[src/rtl/forward_hazard_control.sv]
// EX-stage operand-forwarding select and load-use stall generator for the 5-stage core.
// Keeps a shadow scoreboard of the EX/MEM/WB destination registers beside the ID/EX buffer.
module forward_hazard_control #(
    parameter int CNT_W  = 16,
    parameter int REG_AW = 5
) (
    input  logic              clock,
    input  logic              reset,
    input  logic              id_valid_ip,
    input  logic [REG_AW-1:0] id_rs1_addr_ip,
    input  logic [REG_AW-1:0] id_rs2_addr_ip,
    input  logic              id_rs1_used_ip,
    input  logic              id_rs2_used_ip,
    input  logic [REG_AW-1:0] id_rd_addr_ip,
    input  logic              id_rd_we_ip,
    input  logic              id_is_load_ip,
    input  logic              flush_en_ip,
    output logic [1:0]        fa_mux_op,
    output logic [1:0]        fb_mux_op,
    output logic              stall_op,
    output logic [CNT_W-1:0]  stall_count_op,
    output logic [CNT_W-1:0]  fwd_count_op
);

    localparam logic [1:0] NO_FORWARD       = 2'b00;
    localparam logic [1:0] EX_RESULT_SELECT = 2'b01;
    localparam logic [1:0] WB_RESULT_SELECT = 2'b10;

    typedef struct packed {
        logic              valid;
        logic [REG_AW-1:0] rd;
        logic              we;
        logic              is_load;
    } slot_t;

    slot_t             ex_q, ex_d, mem_q, mem_d, wb_q, wb_d;
    logic [1:0]        fa_q, fa_d, fb_q, fb_d;
    logic [CNT_W-1:0]  stall_cnt_q, stall_cnt_d, fwd_cnt_q, fwd_cnt_d;
    logic              ex_hit1, ex_hit2, mem_hit1, mem_hit2, ld_hit1, ld_hit2;
    logic              stall;

    function automatic logic match(input slot_t s, input logic [REG_AW-1:0] a);
        return s.valid && s.we && (s.rd != '0) && (s.rd == a);
    endfunction

    function automatic logic [CNT_W-1:0] sat_inc(input logic [CNT_W-1:0] c);
        return (&c) ? c : c + CNT_W'(1);
    endfunction

    // The younger producer in EX wins over MEM; a load in EX cannot forward yet.
    function automatic logic [1:0] select(input logic used, input logic ex_hit,
                                          input logic ex_load, input logic mem_hit);
        if (!used)                return NO_FORWARD;
        else if (ex_hit && !ex_load) return EX_RESULT_SELECT;
        else if (mem_hit)         return WB_RESULT_SELECT;
        else                      return NO_FORWARD;
    endfunction

    always_comb begin
        ex_hit1  = match(ex_q, id_rs1_addr_ip);
        ex_hit2  = match(ex_q, id_rs2_addr_ip);
        mem_hit1 = match(mem_q, id_rs1_addr_ip);
        mem_hit2 = match(mem_q, id_rs2_addr_ip);
        ld_hit1  = ex_hit1 && ex_q.is_load;
        ld_hit2  = ex_hit2 && ex_q.is_load;
        stall    = reset && id_valid_ip && !flush_en_ip &&
                   ((id_rs1_used_ip && ld_hit1) || (id_rs2_used_ip && ld_hit2));

        mem_d       = ex_q;
        wb_d        = mem_q;
        ex_d        = '0;
        fa_d        = NO_FORWARD;
        fb_d        = NO_FORWARD;
        stall_cnt_d = stall_cnt_q;
        fwd_cnt_d   = ((fa_q != NO_FORWARD) || (fb_q != NO_FORWARD)) ? sat_inc(fwd_cnt_q) : fwd_cnt_q;

        if (flush_en_ip) begin
            ex_d = '0;
        end else if (stall) begin
            ex_d        = '0;
            stall_cnt_d = sat_inc(stall_cnt_q);
        end else begin
            ex_d.valid   = id_valid_ip;
            ex_d.rd      = id_rd_addr_ip;
            ex_d.we      = id_rd_we_ip && id_valid_ip;
            ex_d.is_load = id_is_load_ip;
            if (id_valid_ip) begin
                fa_d = select(id_rs1_used_ip, ex_hit1, ex_q.is_load, mem_hit1);
                fb_d = select(id_rs2_used_ip, ex_hit2, ex_q.is_load, mem_hit2);
            end
        end
    end

    // ---- ID -> EX boundary: scoreboard shift and registered selects ----
    always_ff @(posedge clock) begin
        if (!reset) begin
            ex_q        <= '0;
            mem_q       <= '0;
            wb_q        <= '0;
            fa_q        <= NO_FORWARD;
            fb_q        <= NO_FORWARD;
            stall_cnt_q <= '0;
            fwd_cnt_q   <= '0;
        end else begin
            ex_q        <= ex_d;
            mem_q       <= mem_d;
            wb_q        <= wb_d;
            fa_q        <= fa_d;
            fb_q        <= fb_d;
            stall_cnt_q <= stall_cnt_d;
            fwd_cnt_q   <= fwd_cnt_d;
        end
    end

    // The WB slot is tracked but never forwarded from: the register file is write-before-read.
    logic unused_wb;
    assign unused_wb = ^wb_q;

    assign fa_mux_op      = fa_q;
    assign fb_mux_op      = fb_q;
    assign stall_op       = stall;
    assign stall_count_op = stall_cnt_q;
    assign fwd_count_op   = fwd_cnt_q;

endmodule
[config.mk]
export PLATFORM = sky130hd
export DESIGN_NAME = forward_hazard_control
export DESIGN_NICKNAME = d
export VERILOG_FILES = /design/src/rtl/forward_hazard_control.sv
export SDC_FILE = /design/constraint.sdc
export NUM_CORES = 1
export LEC_CHECK = 0
export CAP_MARGIN = 5
export CORE_MARGIN = 8
export CORE_UTILIZATION = 50
export CTS_CLUSTER_SIZE = 12
export DETAILED_ROUTE_END_ITERATION = 6
export DONT_BUFFER_PORTS = 1
export GPL_ROUTABILITY_DRIVEN = 0
export PLACE_DENSITY_LB_ADDON = 0.25
export RECOVER_POWER = 25
export SYNTH_ARGS = -nofsm -noshare
export SYNTH_HDL_FRONTEND = slang
export SYNTH_SLANG_ARGS = --single-unit
[constraint.sdc]
create_clock -name clock -period 2.4 [get_ports clock]
set_input_delay 0.48 -clock clock [delete_from_list [all_inputs] [get_ports clock]]
set_output_delay 0.48 -clock clock [all_outputs]
set_load 0.03 [all_outputs]
==> impl_metrics.tcl <==
set metrics [dict create \
    crit_path_frequent_cell "nor2_4" \
    syn2layout_area_growth_pct 10.9 \
    grt_pass1_wl_microns 8990 \
    timing.rr.start "stall_count_op[1]" \
    wl_microns 5370 \
    hp-class "in -> reg" \
    drv_slew 0 \
    worstPathRequired_ps 1920 \
    fp.dieH_microns 85.5 \
    power_density_mw_per_mm2 537 \
    fmax_ghz 0.433 \
    whs_ps 297 \
    muxShareOfSynthArea_pct 1.66 \
    endpoint_kind "output pin" \
    vias 1980 \
    netlist_area_sq_mm 0.00242 \
    die-area_sq_mm 0.00732 \
    crit_cells 6 \
    worst_setup_path_start_kind "register" \
    period_share_pct 96.2 \
    yosys.area_share.simple_pct 32.2 \
    min_period_ps 2310 \
    ys_seq_area_share_pct 42.2 \
    vdd_drop_max_uv 372 \
    final_cell_mix "dfxtp_1 (51), xor2_1 (22), nor2_1 (20)" \
    dp.cells 337 \
    die_w_microns 85.5 \
    htree_levels 2 \
    place_ws_ps 173 \
    synth_area_leaders "dfxtp_1 (42%), xor2_1 (8.0%), xnor2_1 (4.7%)" \
    critPathMaxStageDelay_ps 560 \
    synthCells 266 \
    r2r_cells 5 \
    post-synth-top-area-cell "dfxtp_1" \
    crit_type "reg -> out" \
    clk_pin_slew_ps 90 \
    port_buffers 0 \
    first_iter_violations 37 \
    io_pins 60 \
    ys_seq_elements 51 \
    grt_antenna_before_repair 1 \
    async_flop_share_pct 0 \
    timing.final.ws_setup_ps 90.5 \
    final.setup.tns_ps 0 \
    cts_tree "done" \
    synthAdderAreaFrac_pct 1.04 \
    min_to "ex_q[3]" \
    tightest_slew_ps 668 \
    cts_made_buffers 5 \
    drv_cap 0 \
    r2r_end "stall_count_op[11]" \
    grt_usage_pct 15.1 \
    num_antenna_cells 0 \
    reg2reg_slack_ps 170 \
    maxSlewHeadroom_pct 55.5 \
    nets 316 \
    path_delay_family "simple AND/OR/NAND/NOR gates" \
    rsz0062_at_grt "no" \
    synth-compound-area-share_pct 7.40 \
    leakage_nw 0.973 \
    crit_path_max_fanout 4 \
    synth_top_family_by_area "simple AND/OR/NAND/NOR gates" \
    clock_path_buffers 2 \
    cts_num_sinks 51 \
    crit_arrival_ps 1830 \
    drive_above_1_share_pct 9.93 \
    final_common_cell "dfxtp_1" \
    syn_area_per_cell_sq_um 9.09 \
    worst-path-buf-inv 1 \
    final_util_pct 57.1 \
    skew_ps 8.32 \
    first_global_vias 1904 \
    yosysUniqueCellTypes 40 \
    post_cts_resized 0 \
    synthXorXnorAreaFrac_pct 12.7 \
    rows 25 \
    synth_fp_nets 291 \
    grt_max_degree 23 \
    cp_slowest_cell "or4_4" \
    synth_top_area_share_pct 42.2 \
    core_region_area_sq_mm 0.00469 \
    dp_hpwl_microns 4190 \
    cts-root-buf "clkbuf_8" \
    timing_hold_violations_final 0 \
    hp-start "id_rd_addr_ip[1]" \
    ys.warnings.count 0 \
    drt_pass1_iterations 4 \
    fin_cells 346 \
    final_antenna_net_count 0 \
    status "complete, no violations" \
    worstPathCellList "or4_4 -> nor2_4 -> nor4bb_4 -> nor2_4 -> nor2_1 -> buf_4" \
    setup_viol 0 \
    synth_flop_cell "dfxtp_1" \
    synth_edf_count 0 \
    clkLatencyLatePin_ps 300 \
    grt_remaining_overflow 0 \
    routed_via_density 5.72 \
    wire_per_inst_microns 15.5 \
    hold_depth 1 \
    drc 0 \
    initial_core_util_pct 51.5 \
]
-- worst max path at each step --
| stage | startpoint | end | slack [ps] |
|---|---|---|---|
| after CTS | ex_q[4] | stall_op | 30 |
| after global routing | ex_q[2] | stall_op | 20 |
| after floorplan | id_rs1_addr_ip[2] | stall_op | 230 |
| after detailed placement | id_rs1_addr_ip[2] | stall_count_op[9] | 170 |
| after global placement | id_rs1_addr_ip[2] | stall_count_op[9] | 220 |
| final | ex_q[3] | stall_op | 90 |
-- state kept, by name, indices dropped and copies added, names as in the netlist --
signal          flops
fa_mux_op           2
fwd_count_op       16
mem_q               7
stall_count_op     16
fb_mux_op           2
ex_q                8
-- final cells by class --
cell class	count	area, sq um
clock buffer	6	82.6
multi-input combinational	200	1330
tap	54	67.6
clock inverter	2	16.3
sequential	51	1020
timing repair buffer	25	135
inverter	8	30.0
fill	449	2010
-- worst reg2reg max path: stages, from the launching register on --
cell,delay (ps)
dfxtp_1,340
clkbuf_1,430
nand4_1,290
or4_4,520
or4_1,420
a21oi_1,160
-- cells in the mapped netlist (3+ instances only) --
cell,number
or4_1,4
a21oi_1,13
o21ai_0,10
and4_1,7
dfxtp_1,51
nor2_1,20
xor2_1,22
nand4_1,8
nand3_1,15
clkbuf_1,3
nor4_1,7
and2_1,14
mux2i_1,4
nand2_1,16
and3_1,11
nand2b_1,3
or3_1,9
buf_2,3
inv_1,7
xnor2_1,13
-- per-layer routing --
layer  up-vias  track usage [%]  part of all wire, %
met3         8             6.30                  8.3
met5         -                0                 0.24
met4         2             5.41                  1.3
met1       916             17.5                   43
li1        992                -                    -
met2        62             24.3                   47
-- repair_timing --
action                                  in CTS  in global routing
endpoints found under the setup margin       1                  1
hold buffers                                 0                  0
setup buffers                                1                  0
pin swaps                                    2                  2
-- where the power goes --
group          total [mW]  switching, mW  internal (mW)
clock               0.515          0.280          0.236
sequential          0.863        0.00924          0.854
combinational      0.0628         0.0331         0.0297
-- stage by stage --
step	power, mW	area [sq um]
after floorplan	0.938	2420
after global placement	0.945	2630
after detailed placement	0.946	2630
after CTS	1.46	2730
after global routing	1.51	2680
final	1.44	2680
-- kinds of logic (layout without fill, tap and decap cells) --
kind of cell	Yosys count	after routing
adders and majority gates	2	2
muxes	4	4
DFF	51	51
AOI/OAI and AO/OA	31	31
buffers and inverters	15	41
and+or+nand+nor	128	128
xor gates and xnor gates	35	35
Power figures use the tool's default switching activity.
